File: config.mk
export PLATFORM = sky130hd
export DESIGN_NAME = alu_sequencer
export DESIGN_NICKNAME = d
export VERILOG_FILES = /design/src/rtl/alu_sequencer.sv
export SDC_FILE = /design/constraint.sdc
export NUM_CORES = 1
export LEC_CHECK = 0
export ABC_CLOCK_PERIOD_IN_PS = 1750
export CORE_MARGIN = 2
export CORE_UTILIZATION = 42
export CTS_BUF_LIST = sky130_fd_sc_hd__clkbuf_4
export DETAILED_ROUTE_END_ITERATION = 6
export PLACE_DENSITY = 0.79
export SYNTH_ARGS = -nofsm -noshare
export SYNTH_HDL_FRONTEND = slang
export SYNTH_SLANG_ARGS = --single-unit
File: constraint.sdc
create_clock -name clk -period 1.75 [get_ports clk]
set_input_delay 0.4375 -clock clk [delete_from_list [all_inputs] [get_ports clk]]
set_output_delay 0.4375 -clock clk [all_outputs]
set_load 0.1 [all_outputs]
File: src/rtl/alu_sequencer.sv
// rtl/alu_sequencer.sv - multi-cycle fetch/decode/execute/writeback sequencer for the 16-bit ALU
//
// Fetches 32-bit instructions over a req/ack port and reads operands from a
// register file with combinational read and synchronous write. It drives the
// external combinational ALU, samples its outputs, and writes results back.
// It owns pc and the carry/bool/zero architectural flags.
//
// Ports:
//   clk, rst_n                 clock, asynchronous active-low reset
//   start                      restart pulse, honoured in IDLE/HALT only
//   imem_req/addr/ack/data     instruction fetch handshake
//   rf_ra1/ra2, rf_rd1/rd2     register read port (rs1/rs2)
//   rf_we/wa/wd                register write port (rd)
//   alu_opcode/r1/r2/imm       ALU operand outputs
//   alu_acc/carry/bool         ALU result inputs
//   carry/bool/zero_flag       architectural flags
//   pc, busy, halted, illegal  status
module alu_sequencer #(
  parameter int              PC_W     = 8,
  parameter logic [PC_W-1:0] START_PC = '0
) (
  input  logic            clk,
  input  logic            rst_n,
  input  logic            start,
  output logic            imem_req,
  output logic [PC_W-1:0] imem_addr,
  input  logic            imem_ack,
  input  logic [31:0]     imem_data,
  output logic [2:0]      rf_ra1,
  output logic [2:0]      rf_ra2,
  input  logic [15:0]     rf_rd1,
  input  logic [15:0]     rf_rd2,
  output logic            rf_we,
  output logic [2:0]      rf_wa,
  output logic [15:0]     rf_wd,
  output logic [4:0]      alu_opcode,
  output logic [15:0]     alu_r1,
  output logic [15:0]     alu_r2,
  output logic [15:0]     alu_imm,
  input  logic [15:0]     alu_acc,
  input  logic            alu_carry,
  input  logic            alu_bool,
  output logic            carry_flag,
  output logic            bool_flag,
  output logic            zero_flag,
  output logic [PC_W-1:0] pc,
  output logic            busy,
  output logic            halted,
  output logic            illegal
);

  typedef enum logic [2:0] {
    S_IDLE,
    S_FETCH,
    S_DECODE,
    S_EXEC,
    S_WB,
    S_HALT
  } state_t;

  localparam logic [4:0] OP_LAST_ALU = 5'd14;
  localparam logic [4:0] OP_CMP_LO   = 5'd5;
  localparam logic [4:0] OP_CMP_HI   = 5'd8;
  localparam logic [4:0] OP_BRB      = 5'd15;
  localparam logic [4:0] OP_JMP      = 5'd16;
  localparam logic [4:0] OP_HALT     = 5'd31;

  state_t      state;
  logic [4:0]  op;
  logic [2:0]  rd;
  logic [15:0] imm;

  logic is_alu;
  logic is_cmp;
  logic op_sets_carry;
  logic [PC_W-1:0] pc_next_seq;
  logic [PC_W-1:0] imm_target;

  // Instruction bits [17:16] carry no meaning.
  logic unused_bits;
  assign unused_bits = ^imem_data[17:16];

  assign imem_addr     = pc;
  assign is_alu        = (op <= OP_LAST_ALU);
  assign is_cmp        = (op >= OP_CMP_LO) && (op <= OP_CMP_HI);
  assign op_sets_carry = (op <= 5'd1);
  assign pc_next_seq   = pc + 1'b1;
  assign imm_target    = imm[PC_W-1:0];

  always_ff @(posedge clk or negedge rst_n) begin
    if (!rst_n) begin
      state      <= S_IDLE;
      pc         <= START_PC;
      op         <= '0;
      rd         <= '0;
      imm        <= '0;
      imem_req   <= 1'b0;
      rf_ra1     <= '0;
      rf_ra2     <= '0;
      rf_we      <= 1'b0;
      rf_wa      <= '0;
      rf_wd      <= '0;
      alu_opcode <= '0;
      alu_r1     <= '0;
      alu_r2     <= '0;
      alu_imm    <= '0;
      carry_flag <= 1'b0;
      bool_flag  <= 1'b0;
      zero_flag  <= 1'b0;
      busy       <= 1'b0;
      halted     <= 1'b0;
      illegal    <= 1'b0;
    end else begin
      case (state)
        S_IDLE: begin
          if (start) begin
            pc       <= START_PC;
            state    <= S_FETCH;
            imem_req <= 1'b1;
            busy     <= 1'b1;
          end
        end

        S_FETCH: begin
          if (imem_ack) begin
            op       <= imem_data[31:27];
            rd       <= imem_data[26:24];
            rf_ra1   <= imem_data[23:21];
            rf_ra2   <= imem_data[20:18];
            imm      <= imem_data[15:0];
            imem_req <= 1'b0;
            state    <= S_DECODE;
          end
        end

        // The ALU operand registers double as the latched operands.
        S_DECODE: begin
          alu_opcode <= op;
          alu_r1     <= rf_rd1;
          alu_r2     <= rf_rd2;
          alu_imm    <= imm;
          state      <= S_EXEC;
        end

        // Only the ALU outputs the opcode defines are sampled; the rest are stale.
        S_EXEC: begin
          if (is_alu && is_cmp) begin
            bool_flag <= alu_bool;
            pc        <= pc_next_seq;
            state     <= S_FETCH;
            imem_req  <= 1'b1;
          end else if (is_alu) begin
            rf_we     <= 1'b1;
            rf_wa     <= rd;
            rf_wd     <= alu_acc;
            zero_flag <= (alu_acc == 16'h0000);
            if (op_sets_carry) begin
              carry_flag <= alu_carry;
            end
            state <= S_WB;
          end else if (op == OP_BRB) begin
            pc       <= bool_flag ? imm_target : pc_next_seq;
            state    <= S_FETCH;
            imem_req <= 1'b1;
          end else if (op == OP_JMP) begin
            pc       <= imm_target;
            state    <= S_FETCH;
            imem_req <= 1'b1;
          end else begin
            // HALT or undefined opcode: pc stays on the halting instruction.
            illegal <= (op != OP_HALT);
            halted  <= 1'b1;
            busy    <= 1'b0;
            state   <= S_HALT;
          end
        end

        S_WB: begin
          rf_we    <= 1'b0;
          pc       <= pc_next_seq;
          state    <= S_FETCH;
          imem_req <= 1'b1;
        end

        S_HALT: begin
          if (start) begin
            pc       <= START_PC;
            illegal  <= 1'b0;
            halted   <= 1'b0;
            busy     <= 1'b1;
            imem_req <= 1'b1;
            state    <= S_FETCH;
          end
        end

        default: begin
          state <= S_IDLE;
        end
      endcase
    end
  end

endmodule

======== After elaboration in Yosys (flattened, before gate mapping) ========
Cells that the tools add are included.
storage, ports and cells
  memories ................................ 0
  logic and storage cells ................. 105
  flip-flop bits (word level) ............. 121
  bits in latches ......................... 0
  ROM bits ................................ 0
  bits of input ports ..................... 86
  memory bits (writable) .................. 0
operators by class
  bitwise logic cells ..................... 1
  div/mod/pow operators ................... 0
  order comparisons ....................... 4
  equality and inequality tests ........... 18
  reduce and logical (&&, ||, !) cells .... 20
  mux-type cells .......................... 40
  multiply operators ...................... 0
  shifts and indexed selects .............. 0
  $add $sub $neg .......................... 1
operators by type and width
  operator             number
  $mux 8               6
  $pmux 8 s3           1
  $mux 1               21
  $mux 3               6
  $logic_not 16->1     1
  $pmux 3 s5           1
  $ne 2x2->1 const B   7
  $reduce_and 6->1     2
  $le 5x4->1 const B   2
  $add 8x1->8 const B  1
  $pmux 1 s2           4
  $reduce_and 4->1     2
  $eq 3x2->1 const B   2
  $eq 3x3->1 const B   2
  $reduce_and 2->1     3
  $reduce_and 3->1     2
  $reduce_bool 2->1    3
  $eq 5x4->1 const B   1
  $eq 5x5->1 const B   1
  $ge 5x3->1 const B   1
  $le 5x1->1 const B   1
  $ne 5x5->1 const B   1
  $reduce_and 5->1     1
  $ne 4x4->1 const B   1
  10 further kinds     11

======== Depth between registers and ports, before layout ========
Gate-level depths: netlist of the first run.
  depth after elaboration ................. 6
  depth in mapped cells ................... 8

======== Worst setup path before layout of the first run ========
OpenSTA, ideal clock, no wires.
  path kind ............................... register -> register
  start point ............................. register bool_flag
  end point ............................... register pc[3], in the netlist imem_addr[3]
  setup slack ............................. -428 ps
  arrival time ............................ 2051 ps
  cell stages (with the launch flop) ...... 8
  cells stage by stage .................... dfrtp_1 nand2b_1 a21boi_0 o31a_2 o2bb2ai_2 buf_4 a32oi_1 o22ai_1
on the way
  cells in the longest elaborated chain, start to end .. 5
ends and longest elaborated chain
  item                      RTL line  RTL
  start: declaration        44        output logic bool_flag,
  start signal: assignment  148       bool_flag <= alu_bool;
  $mux 8                    162       pc <= bool_flag ? imm_target : pc_next_seq;
  $mux 8                    161       end else if (op == OP_BRB) begin
  $mux 8                    152       end else if (is_alu) begin
  $mux 8                    147       if (is_alu && is_cmp) begin
  $pmux 8 s3                114       case (state)
  end signal: assignment    149       pc <= pc_next_seq;
  end signal: assignment    162
  end signal: assignment    166       pc <= imm_target;
  end: declaration          46        output logic [PC_W-1:0] pc,
Every way passes these cells. The select of a mux whose other input is x is not followed.
A chain may end at the register's enable or synchronous reset.

======== Worst setup path in the final report of the first run ========
  start point ............................. register op[2]
  end point ............................... register pc[5], in the netlist imem_addr[5]
on the way
  cells in the longest elaborated chain, start to end .. 5
  elaborated cells between the ends (all ways) .. 14
  those cells by class .................... order compare (3); eq/ne (4); mux (4); reduce/logical (3)
ends and longest elaborated chain
  item                                                             RTL line  RTL
  start: declaration                                               69        logic [4:0] op;
  start signal: assignment                                         126       op <= imem_data[31:27];
  $ge 5x3->1 (tied with other cells)                               85        assign is_cmp = (op >= OP_CMP_LO) && (op <= OP_CMP_HI);
  $logic_and 1x1->1 or $mux 8 (tied branches)                      85, 161
  $logic_and 1x1->1 or $mux 8 (tied branches)                      147, 152
  $ne 4x4->1 (no source line) (tied with other cells)              --
  $reduce_and 4->1 (no source line) or $pmux 8 s3 (tied branches)  --
Parallel ways exist; a longest one is shown, timed or not. The select of a mux whose other input is x is not followed.

==> metrics.txt, run 1 <==
status finished with violations; failing checks setup timing; EDFF count, synth 0; Tcrit/Tclk final 1.08; final net count 678; first-pass GRT wire length 22,000 µm; Max Cap Viol 0; Metal-1 WL 4970 µm; ant diodes 0; commonest cells after routing, fill and taps aside buf_12 (109), dfrtp_1 (107), mux2_2 (84); CP max stage delay 0.46 ns; vias post-DR 3,862; core area 12,000 µm²; startpoint types flop; crit end category flop; number of CTS-inserted buffers 17; synthesized area 5130 µm²; final WL 13,100 µm; hold crit path type in2async; Synth Warn # 0; port bufs 185; syn_nets 458; worst hold margin 0.368 ns; skew final 0.0126 ns; TritonCTS clock tree yes; slew margin rel. 0.741; H-tree Lvls 4; ys async rst share 1.00; gr ovfl total 0; drt pass-1 iters 4; clk buf depth 2; fmax 0.527 GHz; Core Util, Final 0.733; Fin. Hold Viols 0; R2R setup slack -0.15 ns; area grow syn2layout 70.9%; I/O pins 188; vias in the first global route 4,342; RSZ-0062 raised after global routing yes; Crit path required time 2.17 ns; share of layout cells above drive strength 1 0.508; gpl congestion 0.859; register area share after synthesis 0.590; Cell Chain, Critical Path and2_4, a2111oi_4, nor2_2, a21oi_4, buf_12, a21oi_1, o22ai_1; DR WL met2 7090 µm; FF-to-FF path depth 7; initial antenna violation count 0; max-slew violations 0; # DRC 0; pin count of the biggest net entering global routing 51; Final WS setup -0.148 ns; die width 115 µm; Critical Path Fanout Max 12; Reg clk slew, reported paths 0.10 ns; DP HPWL 9790 µm; die height 115 µm; post-synthesis cell count 371; endpoints failing setup 29; flops & latches, synth 121; Fillers 763; Die ar. 13,100 µm²; most common cell after layout, fill and taps aside buf_12; drt via density 5.14; fin crit period 1.90 ns; Starting Density 0.429; Wirelength per Cell 17.5 µm; Primary FF master, synth dfrtp_1; total length of routed met3 wires 883 µm; critical path arrival 2.32 ns; CP max-delay cell dfrtp_2; crit path kind reg2reg; Top Metal Used met4; clk root buf clkbuf_4; Tightest Pin Transition 0.388 ns; clk_lat worst skew 0.51 ns; Sink Count 121; Core Rows 40; RR Startpoint op[2]; total track usage 0.216; number of routed nets with antenna violations 0; Setup WS pre-CTS -0.212 ns; syn_area_per_cell 13.8 µm²; initial drt markers 172; worst r2r dst imem_addr[5]; Distinct cells, synth 44
[worst max-delay path, delay by kind of cell (launching register included)]
| kind | cells | cell delay, ns |
|---|---|---|
| buffers and inverters | 1 | 0.17 |
| DFF | 1 | 0.46 |
| and+or+nand+nor | 2 | 0.29 |
| AOI/OAI and AO/OA | 4 | 0.89 |
[how the worst max path moves through the flow]
| stage | start | to | slack (ns) | cells past startpoint |
|---|---|---|---|---|
| 2_1_floorplan | op[2] | carry_flag | -0.07 | 6 |
| 3_3_place_gp | imem_ack | imm[14] | -0.18 | 5 |
| 3_5_place_dp | imem_ack | rf_ra1[1] | -0.21 | 5 |
| 4_1_cts | op[0] | imem_addr[4] | -0.11 | 7 |
| 5_1_grt | op[1] | imem_addr[3] | -0.23 | 7 |
| 6_report | op[2] | imem_addr[5] | -0.15 | 7 |
[cells by family (layout without fill, tap and decap cells)]
| logic type | after synthesis | count (layout) | share of synthesized area |
|---|---|---|---|
| flops | 121 | 121 | 0.590 |
| mux | 102 | 102 | 0.236 |
| simple gates | 65 | 65 | 0.0656 |
| compound gates | 49 | 50 | 0.0673 |
| buf+inv | 33 | 265 | 0.0388 |
| fa+ha+maj | 1 | 1 | 0.00244 |
[stage by stage]
stage	cells	area [µm²]	setup TNS, ns
final	751	8770	-3.10
after global routing	751	8770	-5.23
after CTS	749	8730	-1.85
after detailed placement	710	8400	-7.83
after global placement	710	8400	-7.16
after floorplan	371	5170	-0.839
[state kept, by name, summed over array words and instances, names as in the netlist]
signal / count
alu_imm: 16
alu_r1: 16
alu_r2: 16
imm: 16
rf_wd: 16
imem_addr: 8
alu_opcode: 5
op: 5
rd: 3
rf_ra1: 3
rf_ra2: 3
rf_wa: 3
state: 3
bool_flag: 1
busy: 1
carry_flag: 1
halted: 1
illegal: 1
imem_req: 1
rf_we: 1
zero_flag: 1
[what timing repair did]
item,4_1_cts,5_1_grt
endpoints found under the hold margin,18,0
cloned,1,0
hold buffers,1,0
setup endpoints to repair,29,49
buffers inserted,6,4
gates resized for setup,13,10
pin swaps,12,8
[cells in the mapped netlist, types with 2 or more instances]
cell type    n  area (µm²)
nand2b_1     4        25.0
nor4_1       6        37.5
nand4_1      2        12.5
mux2_4      17         255
nor2b_1      2        12.5
nand3b_1     2        15.0
a31oi_1      2        12.5
o21ai_0     12        60.1
nor2_1      14        52.6
o22ai_1      4        25.0
or2_2        2        12.5
mux2_2      84         946
nor3_1       2        10.0
dfrtp_1    121        3030
nand2_1     21        78.8
buf_2        9        45.0
buf_6        4        45.0
a32oi_1      2        17.5
a22oi_1      4        30.0
o211ai_1     3        22.5
a21oi_1     12        60.1
clkbuf_1     2        7.51
inv_1        8        30.0
buf_4        9        67.6
nand3_1      4        20.0
[cell type report]
type	instances	area, µm²	share of cell area
clock buffer	20	150	0.0171
tap	147	184	0.0210
sequential	121	3050	0.348
clock inverter	12	60.1	0.00685
multi-input combinational	218	2010	0.230
timing repair buffer	225	3280	0.374
inverter	8	30.0	0.00342
[layer usage]
layer | track usage | vias to the layer above
met3 | 0.0720 | 17
met2 | 0.370 | 140
met5 | 0 | -
met4 | 0.0748 | 0
li1 | - | 1773
met1 | 0.255 | 1932
Power of run 1 is not shown: default switching activity piles up to over one toggle a cycle in this logic, so the estimate is an artifact.
==> run 2, diff against run 1 <==
Settings changed: HOLD_SLACK_MARGIN set to 0.05.
==> results of run 2 <==
The final DEF is identical to that of run 1; final timing and power are the same.
Power of run 2 is left out for the same reason.
==> run 3, diff against run 2 <==
--- a/constraint.sdc
+++ b/constraint.sdc
@@ -3,2 +3,2 @@
 set_output_delay 0.4375 -clock clk [all_outputs]
-set_load 0.1 [all_outputs]
+set_load 0.005 [all_outputs]
==> metrics.txt, run 3 (same netlist as run 1, synthesis figures left out) <==
die width 115 µm (unchanged); hold crit path type in2async; Crit path required time 2.15 ns (-0.02 ns); R2R setup slack -0.18 ns (-0.03 ns); initial drt markers 181 (+5.2%); vias in the first global route 4,149 (-4.4%); first-pass GRT wire length 20,600 µm (-6.3%); clk root buf clkbuf_4; pin count of the biggest net entering global routing 81 (+59%); Core Rows 40 (unchanged); PwrDens 1760 nW/µm²; Tightest Pin Transition 0.531 ns (+0.142 ns); VDD IR max 725 µV; RR Startpoint op[0]; Starting Density 0.429 (unchanged); initial antenna violation count 0 (unchanged); share of layout cells above drive strength 1 0.381 (-0.127); Sink Count 121 (unchanged); Reg clk slew, reported paths 0.10 ns (about the same); TritonCTS clock tree yes; H-tree Lvls 4 (unchanged); area of the multi-input gates 2040 µm² (+1.3%); Final WS setup -0.176 ns (-0.0284 ns); fin crit period 1.93 ns (+0.0284 ns); Pleak 3.62 nW; status finished with violations; Max Cap Viol 0 (unchanged); # DRC 0 (unchanged); slew margin rel. 0.646 (-0.0949); Fillers 952 (+25%); drt pass-1 iters 4 (unchanged); DP HPWL 8910 µm (-9.0%); placed cell area 7340 µm² (-13%); core area 12,000 µm² (unchanged); Critical Path Fanout Max 5 (-7); number of routed nets with antenna violations 0 (unchanged); failing checks setup timing; fmax 0.519 GHz (-1.5%); gr ovfl total 0 (unchanged); crit path kind reg2reg; Finished Layout Cells 786 (+4.7%); most common cell after layout, fill and taps aside dfrtp_1; clk buf depth 2 (unchanged); worst r2r dst imem_addr[7]; area grow syn2layout 54.0%; FF-to-FF path depth 8 (+1); Setup WS pre-CTS -0.203 ns (+0.00991 ns); I/O pins 188 (unchanged); max-slew violations 0 (unchanged); crit end category flop; Core Util, Final 0.661 (-0.0723); critical path arrival 2.33 ns (about the same); skew final 0.0113 ns (-0.00135 ns); Fin Setup TNS -2.72 ns (+0.378 ns); endpoints failing setup 29 (unchanged); clk_lat worst skew 0.51 ns (about the same); vias post-DR 3,947 (+2.2%); number of CTS-inserted buffers 17 (unchanged); gpl congestion 0.827 (-3.7%); total track usage 0.206 (-0.0102); startpoint types flop; drt via density 5.02 (-2.3%); Die ar. 13,100 µm² (unchanged); die height 115 µm (unchanged); commonest cells after routing, fill and taps aside dfrtp_1 (117), dlygate4sd2_1 (93), mux2_2 (84); Wirelength per Cell 16.4 µm (-6.4%); port bufs 185 (unchanged); final WL 12,900 µm (-2.0%); Fin. Hold Viols 0 (unchanged); Seq. cell area 3030 µm² (-0.57%); Tcrit/Tclk final 1.10 (+0.0163); RSZ-0062 raised after global routing yes; final net count 712 (+5.0%); dpl cells 710 (unchanged); Final Cell Area 7910 µm² (-9.9%)
-- run 3: worst max-delay path by stage --
| stage | startpoint | end | slack (ns) | cells past startpoint |
|---|---|---|---|---|
| after floorplan | op[2] | carry_flag | -0.07 | 6 |
| after global placement | imem_ack | rf_ra1[2] | -0.18 | 5 |
| after detailed placement | op[2] | imem_addr[3] | -0.20 | 8 |
| after CTS | op[0] | imem_addr[7] | -0.19 | 8 |
| after global routing | op[0] | imem_addr[7] | -0.28 | 8 |
| final | op[0] | imem_addr[7] | -0.18 | 8 |
-- run 3: layer usage --
metal | up-vias | global-route usage | part of all wire
li1 | 1841 | - | -
met5 | - | 0 | 0
met2 | 142 | 0.352 | 0.52
met1 | 1954 | 0.232 | 0.39
met3 | 10 | 0.0826 | 0.075
met4 | 0 | 0.0756 | 0.015
-- run 3: timing repair --
action | in CTS | in global routing
gates resized for setup | 138 | 17
pin swaps | 9 | 2
endpoints found under the setup margin | 130 | 43
hold buffers | 1 | 0
gates cloned | 2 | 0
endpoints found under the hold margin | 121 | 0
buffers inserted | 35 | 6
-- run 3: final cells by class --
type	count	share of cell area
sequential	121	0.384
multi-input combinational	217	0.258
timing repair buffer	260	0.302
antenna	1	0.000316
tap	147	0.0233
clock buffer	19	0.0180
inverter	8	0.00380
clock inverter	13	0.0109
-- run 3: worst max-delay path, stage by stage, from the launching register on --
cell and delay [ns]:
dfrtp_2 0.46, nand2b_4 0.16, a2111oi_4 0.38, buf_4 0.19, nor2_4 0.04, a21oi_4 0.19
buf_6 0.14, a31oi_2 0.03, a211o_1 0.23
-- run 3: where the power goes --
part	switching [mW]	leakage, nW	internal [mW]	total [mW]
logic	2.83	2.05	4.39	7.22
clock network	0.981	0.133	0.696	1.68
registers	0.787	1.44	4.22	5.00
total	4.60	3.62	9.30	13.9
-- run 3: through the flow --
stage,hold slack [ns],total power [mW]
global route,0.420,14.9
detailed placement,0.479,12.0
floorplan,0.142,8.39
finish,0.467,13.9
global placement,0.464,11.8
CTS,0.434,13.9
No activity file was read; power rests on OpenSTA's default activity.
==> edit 1: new RTL, config.mk and constraints of run 1 <==
`PC_W`: 8 -> 10.
--- a/src/rtl/alu_sequencer.sv
+++ b/src/rtl/alu_sequencer.sv
@@ -17,5 +17,5 @@
 //   pc, busy, halted, illegal  status
 module alu_sequencer #(
-  parameter int              PC_W     = 8,
+  parameter int              PC_W     = 10,
   parameter logic [PC_W-1:0] START_PC = '0
 ) (
Ports: changed (resized imem_addr and pc); port bits go from 188 to 192. No check against the original RTL was run, so the function may have changed too.
==> edit 1 against run 1 <==
Critical path type unchanged. Highest routed layer unchanged. Area after synthesis grew 4.1%. Global-route usage grew 1.2 points. Critical path depth shrank 1. Setup slack lost 47 ps. Routed wire length grew 10%. The flow still finishes with violations (setup timing). Sequential cell count grew 2. Cell area grew 5.0%.
Power is left out: the tool's default activity adds up to more than one toggle a clock period on the data nets, which glitch-free logic cannot reach.
==> edit 1: results (changes against run 1) <==
| Metric | Value |
|---|---|
| Antenna violations before repair | `1 (was 0)` |
| Clock Tree Buf Depth | `2 (unchanged)` |
| Cts bufs inserted | `17 (unchanged)` |
| CP peak stage delay | `between 400 and 500 ps` |
| Crit-path slowest cell | `dfrtp_2 (unchanged)` |
| Netlist cell types | `51 (was 44)` |
| Failing checks | `setup timing (unchanged)` |
| Vias in the first global route | `4564 (was 4342)` |
| Ratio of cells with drive above 1 in the final layout | `0.526 (was 0.508)` |
| All-Layer GR Usage | `0.228 (was 0.216)` |
| CTS root buf | `clkbuf_4 (unchanged)` |
| Post-synthesis sequential area ratio | `0.576 (was 0.590)` |
| Largest net degree at the start of global routing | `47 (was 51)` |
| Vias/cell | `5.02 (was 5.14)` |
| CP top delay family | `compound AO/OA/AOI/OAI gates (unchanged)` |
| FILL cells | `846 (was 763)` |
| Hpwl dp | `10800 µm (was 9790 µm)` |
| GPL Wtd Cong | `0.845 (was 0.859)` |
| CP Max Fanout | `7 (was 12)` |
| Final Skew | `16.7 ps (was 12.6 ps)` |
| Setup WS pre-CTS | `-298 ps (was -212 ps)` |
| Port-buffer cells | `189 (was 185)` |
| Slew headroom | `0.747 (was 0.741)` |
| Initial DRT Pass Iterations | `4 (unchanged)` |
| Hold Crit Class | `in2async (unchanged)` |
| Fraction of registers with async set/reset | `1.00 (unchanged)` |
| Synth Net Count | `480 (was 458)` |
| Instance count on the critical path | `6 (was 7)` |
| Clk_lat worst skew | `530 ps (was 510 ps)` |
| Yosys Warn Count | `0 (unchanged)` |
| Arr. time, crit path | `2380 ps (was 2320 ps)` |
| Final net count | `705 (was 678)` |
| # setup viols final | `34 (was 29)` |
| H-Tree Level Count | `4 (unchanged)` |
| First-pass GRT wire length | `23500 µm (was 22000 µm)` |
| Routed WL | `14500 µm (was 13100 µm)` |
| Most frequent cells after synthesis | `dfrtp_1, mux2_2, mux2_1 (was dfrtp_1, mux2_2, nand2_1)` |
| Outcome | `finished, violations left (unchanged)` |
| Top cells by area, synth | `dfrtp_1, mux2_2, mux2_1, buf_4, a21oi_1 (was dfrtp_1, mux2_2, mux2_4, nand2_1, buf_4)` |
| R2r worst-path depth | `6 (was 7)` |
| Setup ws final | `-195 ps (was -148 ps)` |
| DR iter-0 viols | `157 (was 172)` |
| Worst-path clk slew | `110 ps` |
[edit 1: cell type report]
class                      count  area (µm²)  area share
clock inverter                13         108      0.0117
tap                          172         215      0.0234
inverter                      10        40.0     0.00435
sequential                   123        3110       0.337
timing repair buffer         234        3390       0.369
antenna                        1        2.50    0.000272
clock buffer                  19         143      0.0155
multi-input combinational    232        2200       0.239
[edit 1: metrics by stage]
| step | area [µm²] | hold WS (ps) | TNS [ps] | instances |
|---|---|---|---|---|
| after detailed placement | 8790 | 327 | -11790 | 765 |
| final | 9210 | 321 | -4200 | 804 |
| after CTS | 9180 | 274 | -4320 | 804 |
| after global routing | 9210 | 311 | -8460 | 804 |
| after global placement | 8790 | 323 | -8590 | 765 |
| after floorplan | 5440 | 142 | -610 | 393 |
[edit 1: cell families after synthesis]
kind of cell               after synthesis  share of synthesized area
and+or+nand+nor                         68                     0.0738
buffers and inverters                   38                     0.0429
DFF                                    123                      0.576
adders and majority gates                1                    0.00234
muxes                                  107                      0.225
AOI/OAI and AO/OA                       54                     0.0768
xor gates and xnor gates                 2                    0.00328
[edit 1: path summary, 6_finish.rpt]
kind	slack (ps)	start	end
worst max-delay path	-200	op[2]	imem_addr[6]
worst min-delay path	320	rst_n	alu_r1[8]
worst max register to register	-200	op[2]	imem_addr[6]
worst min register to register	510	imm[14]	imm[14]
max in group asynchronous	820	rst_n	rf_wd[13]
min in group clk	450	imem_data[30]	op[3]
[edit 1: layer usage]
layer  wire length (µm)  vias to the layer above  track usage
met1               5170                     2006        0.245
li1                   -                     1849            -
met3               1070                       27       0.0814
met4                314                        0        0.101
met5                  0                        -            0
met2               7920                      157        0.405
[edit 1: repair_timing]
item                                    4_1_cts  5_1_grt
endpoints found under the setup margin       43       55
endpoints found under the hold margin        14        0
pin swaps                                    14       17
hold buffers                                  1        0
setup buffers                                 9        2
cloned                                        1        0
gates resized for setup                      25       15
==> edit 2: new RTL, flow settings as in run 1 <==
Without the edit above. Encoding of `state_t`: now one-hot (6 bits for 6 states).
--- a/src/rtl/alu_sequencer.sv
+++ b/src/rtl/alu_sequencer.sv
@@ -50,11 +50,11 @@
 );
 
-  typedef enum logic [2:0] {
-    S_IDLE,
-    S_FETCH,
-    S_DECODE,
-    S_EXEC,
-    S_WB,
-    S_HALT
+  typedef enum logic [5:0] {
+    S_IDLE   = 6'b000001,
+    S_FETCH  = 6'b000010,
+    S_DECODE = 6'b000100,
+    S_EXEC   = 6'b001000,
+    S_WB     = 6'b010000,
+    S_HALT   = 6'b100000
   } state_t;
 
Behaviour: same outputs for any inputs over 10 cycles, from zero or initial values and one cycle with rst_n low; not proved beyond that.
==> edit 2 against run 1 <==
The flow still finishes with violations (setup timing). Routed wire length increased by 26%. Setup slack lost 30 ps. Cell area grew 3.4%. Area after synthesis rose by 2.3%. Non-clock buffer count up 15. Sequential cell count grew 3. Die area up 2.3%. Sequential share of layout area is 0.32 points lower. Highest routed layer unchanged.
Power is not shown: default switching activity piles up to over one toggle a cycle in this logic, so the estimate is an artifact.
==> edit 2: results (changes against run 1) <==
| Metric | Value |
|---|---|
| Netlist cell types | `45 (was 44)` |
| Post-synthesis sequential area ratio | `0.591 (was 0.590)` |
| Vias in the first global route | `5239 (was 4342)` |
| Outcome | `finished, violations left (unchanged)` |
| Number of synthesized flops with an enable pin | `0 (unchanged)` |
| Met2 Track Usage GR | `0.443 (was 0.370)` |
| Hold Crit Class | `in2async (unchanged)` |
| # setup viols final | `30 (was 29)` |
| Routed WL | `16600 µm (was 13100 µm)` |
| DP Area | `8530 µm² (was 8400 µm²)` |
| Clk_lat worst skew | `550 ps (was 510 ps)` |
| CP Max Fanout | `17 (was 12)` |
| Largest net degree at the start of global routing | `60 (was 51)` |
| Multi-input gate area in the final layout | `2080 µm² (was 2010 µm²)` |
| Final Skew | `11.1 ps (was 12.6 ps)` |
| Top cells by area, synth | `dfrtp_1, nand2_1, mux2_2, buf_2, a21oi_1 (was dfrtp_1, mux2_2, mux2_4, nand2_1, buf_4)` |
| H-Tree Level Count | `4 (unchanged)` |
| Worst-path clk slew | `100 ps (about the same)` |
| Slew headroom | `0.666 (was 0.741)` |
| GR Util met3 | `0.0800 (was 0.0720)` |
| Ratio of cells with drive above 1 in the final layout | `0.303 (was 0.508)` |
| Hpwl dp | `11300 µm (was 9790 µm)` |
| Vias/cell | `5.17 (was 5.14)` |
| Fraction of registers with async set/reset | `1.00 (unchanged)` |
| Antenna violations before repair | `0 (unchanged)` |
| Initial DRT Pass Iterations | `5 (was 4)` |
| Yosys Warn Count | `0 (unchanged)` |
| Synth Net Count | `675 (was 458)` |
| Met1 global-route usage | `0.278 (was 0.255)` |
| Setup ws final | `-178 ps (was -148 ps)` |
| Clock Tree Buf Depth | `2 (unchanged)` |
| GPL Wtd Cong | `0.820 (was 0.859)` |
| First-pass GRT wire length | `25800 µm (was 22000 µm)` |
| CTS root buf | `clkbuf_4 (unchanged)` |
| Port-buffer cells | `185 (unchanged)` |
| Final net count | `897 (was 678)` |
| Max Cap Violations | `0 (unchanged)` |
| Post-synth top flop | `dfrtp_1 (unchanged)` |
| Arr. time, crit path | `2390 ps (was 2320 ps)` |
| FILL cells | `795 (was 763)` |
| Final setup TNS | `-2850 ps (was -3100 ps)` |
| Failing checks | `setup timing (unchanged)` |
| Cts bufs inserted | `17 (unchanged)` |
| Most frequent cells after synthesis | `nand2_1, dfrtp_1, clkbuf_1 (was dfrtp_1, mux2_2, nand2_1)` |
| All-Layer GR Usage | `0.249 (was 0.216)` |
| DR iter-0 viols | `424 (was 172)` |
[edit 2: changes by cell type in the layout (fill, tap and decap cells not counted), moves of 5 or more]
cell	delta
nand2_1	+258
mux2_2	-77
mux2_4	-18
nand2_2	+18
buf_4	+13
or4_4	+5
[edit 2: critical path, cell delays in order (launching register included)]
cell and delay (ps):
dfrtp_1 420, or2_4 280, or4_4 520, o2111ai_4 230
buf_12 180, a21oi_1 50, o22ai_1 150
[edit 2: final timing paths]
path / startpoint / endpoint / slack (ps) / cells after the start
worst max-delay path: state[1] / imem_addr[5] / -180 / 6
worst min-delay path: rst_n / rf_wd[2] / 260 / 2
worst max register to register: state[1] / imem_addr[5] / -180 / 6
worst min register to register: imm[11] / alu_imm[11] / 480 / 2
max in group asynchronous: rst_n / imem_addr[1] / 910 / 3
min in group clk: rf_rd2[13] / alu_r2[13] / 400 / 3
[edit 2: cell type report]
cell class / count / share of cell area
repair buffers: 240 / 0.378
flip-flops and latches: 124 / 0.345
multi-input cells: 416 / 0.229
well taps: 168 / 0.0232
clock buffers: 20 / 0.0165
inverters: 11 / 0.00483
clock inverters: 7 / 0.00331
diodes: 1 / 0.000276
[edit 2: metal layers]
metal | part of all wire | vias to the layer above
met4 | 0.024 | 0
li1 | - | 2327
met5 | 0 | -
met1 | 0.37 | 2464
met2 | 0.52 | 266
met3 | 0.082 | 41
[edit 2: through the flow]
stage                     hold WS, ps  setup slack, ps  instances
final                             256             -178        987
after global routing              258             -243        986
after CTS                         237            -98.7        977
after detailed placement          287             -165        941
after global placement            285            -47.5        941
after floorplan                   142             -149        588
[edit 2: what timing repair did]
| item | CTS | global route |
|---|---|---|
| gates resized for setup | 19 | 39 |
| pin swaps | 14 | 16 |
| cloned | 3 | 3 |
| setup endpoints to repair | 41 | 53 |
| hold buffers | 1 | 0 |
| hold endpoints to repair | 70 | 0 |
| buffers inserted | 5 | 8 |
[edit 2: cells by family (layout without fill, tap and decap cells)]
family / Yosys count / count (layout) / share of synthesized area
muxes: 8 / 8 / 0.0169
adders and majority gates: 1 / 1 / 0.00238
other: 0 / 1 / 0
DFF: 124 / 124 / 0.591
xor gates and xnor gates: 4 / 4 / 0.00667
buffers and inverters: 51 / 278 / 0.0498
AOI/OAI and AO/OA: 47 / 47 / 0.0612
and+or+nand+nor: 353 / 356 / 0.272
